**config.mk**
```make
export PLATFORM = sky130hd
export DESIGN_NAME = sample_mem_ctrl
export DESIGN_NICKNAME = d
export VERILOG_FILES = /design/src/rtl/sample_mem_pkg.sv /design/src/rtl/sample_mem_ctrl.sv
export SDC_FILE = /design/constraint.sdc
export NUM_CORES = 1
export LEC_CHECK = 0
export ABC_AREA = 0
export CORE_MARGIN = 4
export CORE_UTILIZATION = 45
export DETAILED_ROUTE_END_ITERATION = 6
export PLACE_DENSITY_LB_ADDON = 0.25
export SLEW_MARGIN = 0
export SYNTH_ARGS = -nofsm -noshare
export SYNTH_HDL_FRONTEND = slang
export SYNTH_SLANG_ARGS = --single-unit
```
**constraint.sdc**
```tcl
create_clock -name clk -period 6.45 [get_ports clk]
set_clock_uncertainty 0.1 [all_clocks]
set_input_delay 1.29 -clock clk [delete_from_list [all_inputs] [get_ports clk]]
set_output_delay 1.29 -clock clk [all_outputs]
set_load 0.01 [all_outputs]
```
**src/rtl/sample_mem_pkg.sv**
```systemverilog
// rtl/sample_mem_pkg.sv - shared types and constants for the sample memory sequencer
package sample_mem_pkg;

    localparam int MEM_ADDR_W = 16;
    localparam int MEM_DATA_W = 16;
    localparam int MEM_DEPTH  = 65536;

    typedef enum logic [1:0] {
        IDLE   = 2'd0,
        RECORD = 2'd1,
        PLAY   = 2'd2
    } ctrl_state_t;

endpackage

```
**src/rtl/sample_mem_ctrl.sv**
```systemverilog
// rtl/sample_mem_ctrl.sv - record/playback sequencer in front of the 64K x 16 sample bank
module sample_mem_ctrl
    import sample_mem_pkg::*;
#(
    parameter int ADDR_W = MEM_ADDR_W,
    parameter int DATA_W = MEM_DATA_W,
    parameter bit LOOP   = 1'b0
) (
    input  logic              clk,
    input  logic              reset,
    input  logic              rec_start,
    input  logic              play_start,
    input  logic              stop,
    input  logic              sample_valid,
    input  logic [DATA_W-1:0] sample_in,
    input  logic              play_req,
    output logic              play_valid,
    output logic [DATA_W-1:0] play_data,
    output logic              play_done,
    output logic              rec_full,
    output logic [ADDR_W:0]   rec_len,
    output logic              busy,
    output logic              mem_write,
    output logic [ADDR_W-1:0] mem_address,
    output logic [DATA_W-1:0] mem_datain,
    input  logic [DATA_W-1:0] mem_dataout
);

    localparam logic [ADDR_W:0]   LAST_LEN = {1'b0, {ADDR_W{1'b1}}};
    localparam logic [ADDR_W:0]   ONE_LEN  = {{ADDR_W{1'b0}}, 1'b1};
    localparam logic [ADDR_W-1:0] ONE_PTR  = {{(ADDR_W-1){1'b0}}, 1'b1};

    ctrl_state_t state;
    ctrl_state_t state_next;

    // wr_ptr counts issued writes and carries one extra bit so it saturates at
    // the depth instead of wrapping; rec_len counts writes the bank has taken.
    logic [ADDR_W:0]   wr_ptr;
    logic [ADDR_W-1:0] rd_ptr;
    logic              rd_v1;
    logic              rd_v2;
    logic              rd_last;

    logic rec_go;
    logic play_go;
    logic wr_issue;
    logic rd_issue;
    logic rd_end;

    assign rd_end = (({1'b0, rd_ptr} + ONE_LEN) == rec_len);

    // State register
    always_ff @(posedge clk) begin
        if (reset) begin
            state <= IDLE;
        end else begin
            state <= state_next;
        end
    end

    // Next state and per-cycle command decode; stop overrides everything but reset
    always_comb begin
        state_next = state;
        rec_go     = 1'b0;
        play_go    = 1'b0;
        wr_issue   = 1'b0;
        rd_issue   = 1'b0;
        if (stop) begin
            state_next = IDLE;
        end else begin
            unique case (state)
                IDLE: begin
                    if (rec_start) begin
                        rec_go     = 1'b1;
                        state_next = RECORD;
                    end else if (play_start && (rec_len != '0)) begin
                        play_go    = 1'b1;
                        state_next = PLAY;
                    end
                end
                RECORD: begin
                    wr_issue = sample_valid && !wr_ptr[ADDR_W];
                    // The last word lands in the bank on this edge: memory is full.
                    if (mem_write && (rec_len == LAST_LEN)) begin
                        state_next = IDLE;
                    end
                end
                PLAY: begin
                    rd_issue = play_req && !rd_v1 && !rd_v2;
                    if (!LOOP && rd_v2 && rd_last) begin
                        state_next = IDLE;
                    end
                end
                default: state_next = IDLE;
            endcase
        end
    end

    // Pointers, bank interface, read pipeline and registered status outputs
    always_ff @(posedge clk) begin
        if (reset) begin
            wr_ptr      <= '0;
            rd_ptr      <= '0;
            rd_v1       <= 1'b0;
            rd_v2       <= 1'b0;
            rd_last     <= 1'b0;
            rec_len     <= '0;
            rec_full    <= 1'b0;
            busy        <= 1'b0;
            play_valid  <= 1'b0;
            play_data   <= '0;
            play_done   <= 1'b0;
            mem_write   <= 1'b0;
            mem_address <= '0;
            mem_datain  <= '0;
        end else begin
            busy       <= (state_next != IDLE);
            mem_write  <= 1'b0;
            play_valid <= 1'b0;
            play_done  <= 1'b0;

            // A write presented last cycle is taken by the bank on this edge,
            // even if stop arrives now, so it always counts.
            if (mem_write) begin
                rec_len <= rec_len + ONE_LEN;
                if (rec_len == LAST_LEN) begin
                    rec_full <= 1'b1;
                end
            end

            if (rec_go) begin
                wr_ptr   <= '0;
                rec_len  <= '0;
                rec_full <= 1'b0;
            end

            if (play_go) begin
                rd_ptr  <= '0;
                rd_last <= 1'b0;
            end

            if (wr_issue) begin
                mem_write   <= 1'b1;
                mem_address <= wr_ptr[ADDR_W-1:0];
                mem_datain  <= sample_in;
                wr_ptr      <= wr_ptr + ONE_LEN;
            end

            // Two-stage read: address out, bank registers it, then capture data.
            rd_v1 <= rd_issue;
            rd_v2 <= rd_v1;
            if (rd_v2) begin
                play_data  <= mem_dataout;
                play_valid <= 1'b1;
                if (!LOOP && rd_last) begin
                    play_done <= 1'b1;
                    rd_last   <= 1'b0;
                end
            end

            if (rd_issue) begin
                mem_address <= rd_ptr;
                if (rd_end) begin
                    if (LOOP) begin
                        rd_ptr <= '0;
                    end else begin
                        rd_last <= 1'b1;
                    end
                end else begin
                    rd_ptr <= rd_ptr + ONE_PTR;
                end
            end

            // Abort discards any read in flight, including one completing now.
            if (stop) begin
                rd_v1      <= 1'b0;
                rd_v2      <= 1'b0;
                rd_last    <= 1'b0;
                play_valid <= 1'b0;
                play_done  <= 1'b0;
            end
        end
    end

endmodule

```
Word-level counts from Yosys, hierarchy flattened
Index checks and enable logic that the tools add are counted.

Reductions and logical operators: 18. Bitwise operators: 1. Multipliers: 0. Mux-type cells: 32. Eq/ne operators: 4. Divide/modulo/power cells: 0. Add/subtract/negate cells: 4. Order comparisons: 0. Shift operators: 0.

Operators with widths (count): two-way mux 16 bit (5); adder 17 x 1 -> 17 bit (second input constant) (2); two-way mux 17 bit (2); two-way mux 1 bit (19); adder 16 x 1 -> 17 bit (second input constant) (1); == test 17 x 16 -> 1 bit (second input constant) (1); == test 17 bit (1); nonzero test 17 bit (1); adder 16 x 1 -> 16 bit (second input constant) (1); two-way mux 2 bit (5); logical AND 1 bit (6); case mux 2 bit (3 select lines) (1); nonzero test 2 bit (3); OR reduction 2 bit (2); logical NOT 1 bit (3); OR reduction 3 bit (1); == test 2 x 1 -> 1 bit (second input constant) (1); == test 2 bit (second input constant) (1); logical NOT 2 bit (1); AND reduction 2 bit (1); inverter 1 bit (1).

Input port bits: 39. Bits in read-only memories: 0. Latch bits: 0. Output and inout bits: 70. RAM bits: 0. Memories kept: 0. Flip-flop bits (word level): 108.

Depth between registers and ports, before layout
Word-level depth: 11. Depth in mapped cells: 11. Mapped depth without buffers: 9.

Worst setup path after synthesis
No wires, ideal clock.

Path type: input to register. Start point: in stop. End point: reg wr_ptr[11]. Arrival: 2.649 ns. Stages on the path: 6. Data required time: 6.279 ns. Library setup time: 0.071 ns. Setup slack: 3.631 ns. Cells stage by stage: nor4b_1 -> nand2_1 -> nor2_1 -> nand4_1 -> or3_1 -> a21oi_1.

Cells in the longest elaborated chain, start to end: 2. Elaborated cells between the ends (all ways): 4. Classes of those cells: mux (3); reduce/logical (1).

Ends and longest elaborated chain: from (decl) (line sample_mem_ctrl.sv:13) `input logic stop,`; two-way mux 1 bit (line sample_mem_ctrl.sv:68) `if (stop) begin`; two-way mux 17 bit or nonzero test 2 bit (tied branches); to (signal assigned) (line sample_mem_ctrl.sv:146) `wr_ptr <= wr_ptr + ONE_LEN;`; to (decl) (line sample_mem_ctrl.sv:38) `logic [ADDR_W:0] wr_ptr;`.

Parallel ways exist; a longest one is shown, timed or not. A chain may end at the register's enable or synchronous reset.

Worst setup path in the final report
Start point: reg rd_ptr[0]. End point: reg rd_ptr[3].

Cells in the longest elaborated chain, start to end: 4. Elaborated cells between the ends (all ways): 5. Classes of those cells: add/sub (2); eq/ne (1); mux (2).

Ends and longest elaborated chain: from (decl) (line sample_mem_ctrl.sv:39) `logic [ADDR_W-1:0] rd_ptr;`; from (signal assigned) (line sample_mem_ctrl.sv:170) `rd_ptr <= rd_ptr + ONE_PTR;`; adder 16 x 1 -> 17 bit (line sample_mem_ctrl.sv:50) `assign rd_end = (({1'b0, rd_ptr} + ONE_LEN) == rec_len);`; == test 17 bit (line sample_mem_ctrl.sv:50); two-way mux 16 bit (*) (line sample_mem_ctrl.sv:163) `if (rd_end) begin`; two-way mux 16 bit (*) (line sample_mem_ctrl.sv:161) `if (rd_issue) begin`.

Mark *: on every way between the ends. The rest lies on a longest branch, timed or not.

==> results.ini <==
[critical_path]
slowest_stage = or4_4
crit_family = simple AND/OR/NAND/NOR gates
critical_path.max_stage_delay_ns = 0.64
start_kind = flip-flop
cp_num_buf_inv = 0
crit_arrival_ns = 3.66
end_kind = flip-flop
worstPathMaxFanout = 17
crit_type = reg2reg
crit_required_ns = 6.58
path_cells = ha_1 > nand3_2 > or4_4 > xnor2_2 > and4_1 > a41o_1 > nor2_1 > a211o_1

[drt]
drt_first_pass_iters = 4
wirelength_mm = 12.6
wl_per_cell_um = 15.3
ant_nets = 0
drc = 0
vias = 4491
viasPerCell = 5.45
drt_iter0_drc = 237

[synth]
synth_nets = 646
synthCells = 602
yosys-top-cells-area = dfxtp_1 42%, nor2_1 5.6%, nand2_1 4.5%
yosysSeqAreaShare = 0.424
synthFlopType = dfxtp_1
async_flop_share = 0
syn_area_mm2 = 0.00509
synth-edff-count = 0
syn_area_per_cell_um2 = 8.46
ys_ff_latch = 108
post-synth-top-count-cell = dfxtp_1
yosys.area.top_type_share = 0.424
synthDistinctLibCells = 54
yosys-top-cells-count = 108 x dfxtp_1, 76 x nor2_1, 61 x nand2_1, 45 x a21oi_1
yosysWarnings = 0
synth_area_leader_cell = dfxtp_1

[power_and_ir_drop]
total_power_uw = 1310
peakVddDrop_mv = 0.113
p_leak_uw = 0.00236
powerDensity_mw_per_mm2 = 203

[cts]
ctsResizeCount = 0
post_cts_buffers = 0
htreeDepth = 3
clk_latency_ns = 0.35
cts.sinks = 108
cts_root_buf = clkbuf_16
numCtsBuffers = 9
clk_pin_slew_ns = 0.07
postCtsHoldBufs = 0
tritoncts = yes
clockBufferDepth = 2

[place]
dpl.hpwl_mm = 8.97
place.gp.congestion = 0.848
io_buffer_count = 108
dp_cells = 809

[sta]
worst_pin_slew_ns = 1.05
tns_ns = 0
fin_crit_sh = 0.546
setup_viol = 0
rsz0062_at_grt = false
final.min_clock_period_ns = 3.52
finalMaxSlewViolations = 0
maxSlewHeadroom = 0.297
fmax_mhz = 284
final_hold_viol_count = 0

[worst_hold_path]
hold_class = reg2reg

[die]
io_pins = 109
start_util = 0.464
row_count = 38
core_mm2 = 0.0110
die_w_um = 114
die_area_mm2 = 0.0131
die_height_um = 114

[finish]
nNetsFinal = 724
drive_above_1_share = 0.0526
synthToLayoutAreaGrowth_pct = 26.8
antenna_cells = 0
fin_util = 0.588
fin_cells = 824

[status]
status = complete, no violations

[global_routing]
grt_overflow = 0
grt_pass1_vias = 4434
grtUsageMet1 = 0.245
antenna_found_initial = 0
globalRouteTotalUtil = 0.195
grt_max_degree = 71
use_met3 = 0.0687
grtUsageMet2 = 0.312
top_usage_layer = met2
grt_pass1_wl_mm = 20.9

[run]
cap_violations = 0

cell families after synthesis:
family | Yosys count | share of synthesized area
compound gates | 108 | 0.131
fa+ha+maj | 5 | 0.0123
buf+inv | 54 | 0.0494
simple gates | 268 | 0.275
flops | 108 | 0.424
mux | 19 | 0.0376
xor+xnor | 40 | 0.0702
registers in the layout (all words and copies together), names as in the netlist, 2 cells and up:
signal       count
mem_address     16
mem_datain      16
play_data       16
rd_ptr          16
rec_len         17
state            2
wr_ptr          17
tightest hold or removal path: cells and delay by family, from the launching register on:
kind	cells	cell delay [ns]
compound gates	1	0.05
simple gates	1	0.05
flops	1	0.31
routing by layer:
layer	wire, um	share of wire
met2	5770	0.46
met5	0	0
met3	909	0.072
met4	190	0.015
met1	5720	0.45
power by group:
| part | leakage, uW | internal (uW) | total [uW] | switching, uW |
|---|---|---|---|---|
| Combinational | 0.00133 | 34.8 | 64.8 | 30.0 |
| Sequential | 0.000871 | 671 | 675 | 3.33 |
| Clock | 0.000155 | 332 | 574 | 243 |
layout by cell type, fill, tap and decap left out, types with 5 or more instances in the layout:
cell / instances
a21oi_1: 45
nand4_1: 12
nand2b_1: 11
nand3_1: 25
mux2i_1: 18
xnor2_1: 15
inv_1: 11
dfxtp_1: 108
xor2_1: 24
o21ai_0: 11
nor4b_1: 6
nand2_1: 61
clkdlybuf4s50_1: 107
and3_1: 7
ha_1: 5
clkbuf_16: 9
a21o_1: 13
o22ai_1: 16
nor3_1: 21
or3_1: 9
nor2_1: 76
o211ai_1: 6
nor4_1: 7
cell type report:
| type | instances | area, um^2 |
|---|---|---|
| flip-flops and latches | 108 | 2160 |
| repair buffers | 110 | 1090 |
| clock inverters | 3 | 43.8 |
| multi-input cells | 440 | 2680 |
| inverters | 11 | 41.3 |
| well taps | 140 | 175 |
| clock buffers | 12 | 267 |
| fillers | 979 | 4520 |
metrics by stage:
| step | area [um^2] | hold WS (ns) | worst slack, ns |
|---|---|---|---|
| finish | 6460 | 0.353 | 2.93 |
| global route | 6460 | 0.379 | 2.70 |
| CTS | 6460 | 0.355 | 2.94 |
| detailed placement | 6150 | 0.339 | 2.69 |
| global placement | 6150 | 0.343 | 2.79 |
| floorplan | 5090 | 0.330 | 3.63 |
worst paths after layout:
path                  from            end  slack (ns)  depth (start not counted)
min reg2reg  mem_datain[4]  mem_datain[4]        0.35                          2
min          mem_datain[4]  mem_datain[4]        0.35                          2
max reg2reg      rd_ptr[0]      rd_ptr[3]        2.93                          8
max              rd_ptr[0]      rd_ptr[3]        2.93                          8
No activity file was read; power rests on OpenSTA's default activity.
==> RTL change 1: new RTL, config.mk and constraints unchanged <==
Change the package constant `MEM_DATA_W` from 16 to 32.
--- a/src/rtl/sample_mem_pkg.sv
+++ b/src/rtl/sample_mem_pkg.sv
@@ -4,3 +4,3 @@
     localparam int MEM_ADDR_W = 16;
-    localparam int MEM_DATA_W = 16;
+    localparam int MEM_DATA_W = 32;
     localparam int MEM_DEPTH  = 65536;
Ports: changed (resized mem_datain, mem_dataout, play_data and sample_in); port bits go from 109 to 173. The function was not compared with the original's and may differ.
==> RTL change 1 against the original RTL <==
Sequential cell count up 32; area after synthesis grew 22%; power grew 53%; combinational power increased by 48%; sequential power rose by 30%; design area is 32% higher; routed wire length grew 36%; synthesized cell count up 21%; sequential share of layout area shrank 0.53 points; setup slack got worse by 0.15 ns.
==> RTL change 1: results (changes against the original RTL) <==
- Unique masters post-synth: 63 (was 54)
- Drt via density: 5.47 (was 5.45)
- Worst slack, placed: 2.50 ns (was 2.69 ns)
- Leak: 0.00302 uW (was 0.00236 uW)
- Reg2reg end: rd_ptr[14]$_SDFF_PP0_ (was rd_ptr[3]$_SDFF_PP0_)
- Min-delay src: mem_datain[16]$_SDFFE_PP0P_ (was mem_datain[4]$_SDFFE_PP0P_)
- Reg-to-Reg Start: rd_ptr[6]$_SDFF_PP0_ (was rd_ptr[0]$_SDFF_PP0_)
- Met3 track demand over resource: 0.0878 (was 0.0687)
- Hold slack: 0.353 ns (about the same)
- WHS Endpoint: mem_datain[16]$_SDFFE_PP0P_ (was mem_datain[4]$_SDFFE_PP0P_)
- Post-DR wirelength/cell: 16.2 um (was 15.3 um)
- Final setup margin: 2.78 ns (was 2.93 ns)
- Fillers: 1,121 (was 979)
- Metal-1 WL: 7030 um (was 5720 um)
- Power Dens Cells: 237 nW/um^2 (was 203 nW/um^2)
- Syn Inst Count: 731 (was 602)
- Worst skew pair latency: 0.41 ns (was 0.35 ns)
- Gr usage total: 0.216 (was 0.195)
- P_seq: 876 uW (was 675 uW)
- P_comb: 95.9 uW (was 64.8 uW)
- Pre-antenna DRT Iters: 5 (was 4)
- Placed Area: 7880 um^2 (was 6150 um^2)
- Post-synthesis sequential area ratio: 0.451 (was 0.424)
- Result of the run: finished clean (unchanged)
- Layout cell share with drive strength beyond 1: 0.0714 (was 0.0526)
- Sw Share: 0.205 (was 0.210)
- Top Registers: mem_datain (32), play_data (32) (was rec_len (17), wr_ptr (17))
- First-pass GRT wire length: 28,300 um (was 20,900 um)
- Synth area leaders: dfxtp_1, nor2_1, nand2_1 (unchanged)
- Placed cells: 1,027 (was 809)
- Worst setup path end: rd_ptr[14]$_SDFF_PP0_ (was rd_ptr[3]$_SDFF_PP0_)
- Via count: 5,788 (was 4,491)
- Worst slew pin tran: 1.03 ns (was 1.05 ns)
- CP arrival: 3.88 ns (was 3.66 ns)
- Nets: 946 (was 724)
- H-tree depth: 4 (was 3)
- VDD IR-drop max: 0.177 mV (was 0.113 mV)
- CP max stage delay: 0.77 ns (was 0.64 ns)
- Pin count of the biggest net entering global routing: 100 (was 71)
- Top cells by count, synth: dfxtp_1, nor2_1, nand2_1 (unchanged)
- Placer Congestion: 0.857 (was 0.848)
- Met2 usage: 0.362 (was 0.312)
- Initial DRC Count: 323 (was 237)
## RTL change 1: cell count changes after synthesis, sizes merged, moves of 8 or more
cell | unedited run | this run
or3 | 9 | 19
nor2 | 76 | 95
nand2b | 11 | 3
nand2 | 61 | 95
dfxtp | 108 | 140
mux2i | 18 | 34
clkbuf | 25 | 33
a21oi | 45 | 58
## RTL change 1: layout make-up
class                   count  area [um^2]  area share
flip-flops and latches    140         2800       0.329
clock inverters            11          165      0.0194
clock buffers              20          467      0.0548
multi-input cells         528         3090       0.363
repair buffers            175         1740       0.204
well taps                 176          220      0.0259
inverters                   8         30.0     0.00353
## RTL change 1: cells by family (layout without fill, tap and decap cells)
logic type               Yosys count  after routing  synth area share
AND/OR/NAND/NOR                  328            328             0.255
AO/OA/AOI/OAI                    124            124             0.123
XOR/XNOR                          35             35            0.0493
adder cells (fa/ha/maj)            5              5            0.0101
buffers and inverters             63            214            0.0533
multiplexers                      36             36            0.0589
flip-flops                       140            140             0.451
==> RTL change 2: new RTL, config.mk and constraints unchanged <==
Without the edit above. Reset style: asynchronous (`reset`), changed in 2 clocked blocks.
--- a/src/rtl/sample_mem_ctrl.sv
+++ b/src/rtl/sample_mem_ctrl.sv
@@ -52,3 +52,3 @@
     // State register
-    always_ff @(posedge clk) begin
+    always_ff @(posedge clk or posedge reset) begin
         if (reset) begin
@@ -99,3 +99,3 @@
     // Pointers, bank interface, read pipeline and registered status outputs
-    always_ff @(posedge clk) begin
+    always_ff @(posedge clk or posedge reset) begin
         if (reset) begin
Function: differs if reset is asserted again (counterexample within 4 cycles, from zero or initial values and one cycle with reset high); with reset held inactive, the same outputs for 10 cycles.
==> RTL change 2 against the original RTL <==
Area after synthesis rose by 6.4%; sequential share of layout area grew 6.0 points; critical path depth is 2 higher; utilization increased by 0.10 points; via count is 4.8% higher; fmax is 0.80% lower; design area is 5.9% higher; sequential cell count is the same; routed wire length is 12% higher; die area increased by 6.0%; setup slack worse by 0.028 ns; highest routed layer unchanged.
Power is not compared: it rests on default switching activity, and its combinational part moved more than twofold at a synthesized area within 25%.
==> RTL change 2: results (changes against the original RTL) <==
- Gr usage total: 0.207 (was 0.195)
- Crit-path slowest cell: or2_2 (was or4_4)
- Top cells by count, synth: nand2_1, dfrtp_1, nor2_1 (was dfxtp_1, nor2_1, nand2_1)
- Placer Congestion: 0.903 (was 0.848)
- Worst slack, placed: 2.56 ns (was 2.69 ns)
- Finished Layout Cells: 820 (was 824)
- Syn Inst Count: 585 (was 602)
- Post-DR wirelength/cell: 17.3 um (was 15.3 um)
- Pre-antenna DRT Iters: 5 (was 4)
- Result of the run: finished clean (unchanged)
- Layout cell share with drive strength beyond 1: 0.0724 (was 0.0526)
- DP HPWL: 10,100 um (was 8970 um)
- Fillers: 1,035 (was 979)
- Placed cells: 804 (was 809)
- Met2 wire len: 6700 um (was 5770 um)
- Post-synthesis sequential area ratio: 0.498 (was 0.424)
- Mapped Nets: 629 (was 646)
- Initial DRC Count: 320 (was 237)
- Synth area leaders: dfrtp_1, nand2_1, mux2_2 (was dfxtp_1, nor2_1, nand2_1)
- First-pass GRT wire length: 23,500 um (was 20,900 um)
- Slew margin rel.: 0.454 (was 0.297)
- Metal-1 WL: 6090 um (was 5720 um)
- Placed Area: 6570 um^2 (was 6150 um^2)
- Nets: 716 (was 724)
- Pin count of the biggest net entering global routing: 66 (was 71)
RTL change 2: path summary, 6_finish.rpt:
kind | from | cells past startpoint | end | slack [ns]
min in group asynchronous | reset | 2 | play_data[12]$_DFFE_PP0P_ | 1.36
setup reg to reg | rd_ptr[5]$_DFF_PP0_ | 8 | rd_ptr[7]$_DFF_PP0_ | 3.14
setup / recovery | stop | 10 | wr_ptr[15]$_DFFE_PP0P_ | 2.90
max in group asynchronous | reset | 3 | wr_ptr[7]$_DFFE_PP0P_ | 3.80
hold / removal | mem_datain[5]$_DFFE_PP0P_ | 2 | mem_datain[5]$_DFFE_PP0P_ | 0.38
hold reg to reg | mem_datain[5]$_DFFE_PP0P_ | 2 | mem_datain[5]$_DFFE_PP0P_ | 0.38
RTL change 2: routing by layer:
layer  vias to the layer above  GRT usage
li1                       2233          -
met1                      2294      0.267
met2                       153      0.331
met3                        27     0.0668
met4                         0     0.0696
met5                         -          0
RTL change 2: area by class of cell:
class                      count  area share
sequential                   108       0.395
multi-input combinational    431       0.370
timing repair buffer         113       0.163
clock buffer                   9      0.0329
tap                          143      0.0261
clock inverter                 7     0.00750
inverter                       9     0.00530
RTL change 2: critical path: cells and delay by family:
kind / cells / cell delay [ns]
buf+inv: 3 / 1.07
simple gates: 5 / 1.00
compound gates: 2 / 0.28
RTL change 2: cell families (layout without fill, tap and decap cells):
| kind of cell | Yosys count | in the layout | share of synthesized area |
|---|---|---|---|
| simple gates | 277 | 277 | 0.243 |
| mux | 20 | 20 | 0.0418 |
| flops | 108 | 108 | 0.498 |
| buf+inv | 46 | 138 | 0.0348 |
| xor+xnor | 37 | 37 | 0.0598 |
| fa+ha+maj | 5 | 5 | 0.0115 |
| compound gates | 92 | 92 | 0.111 |
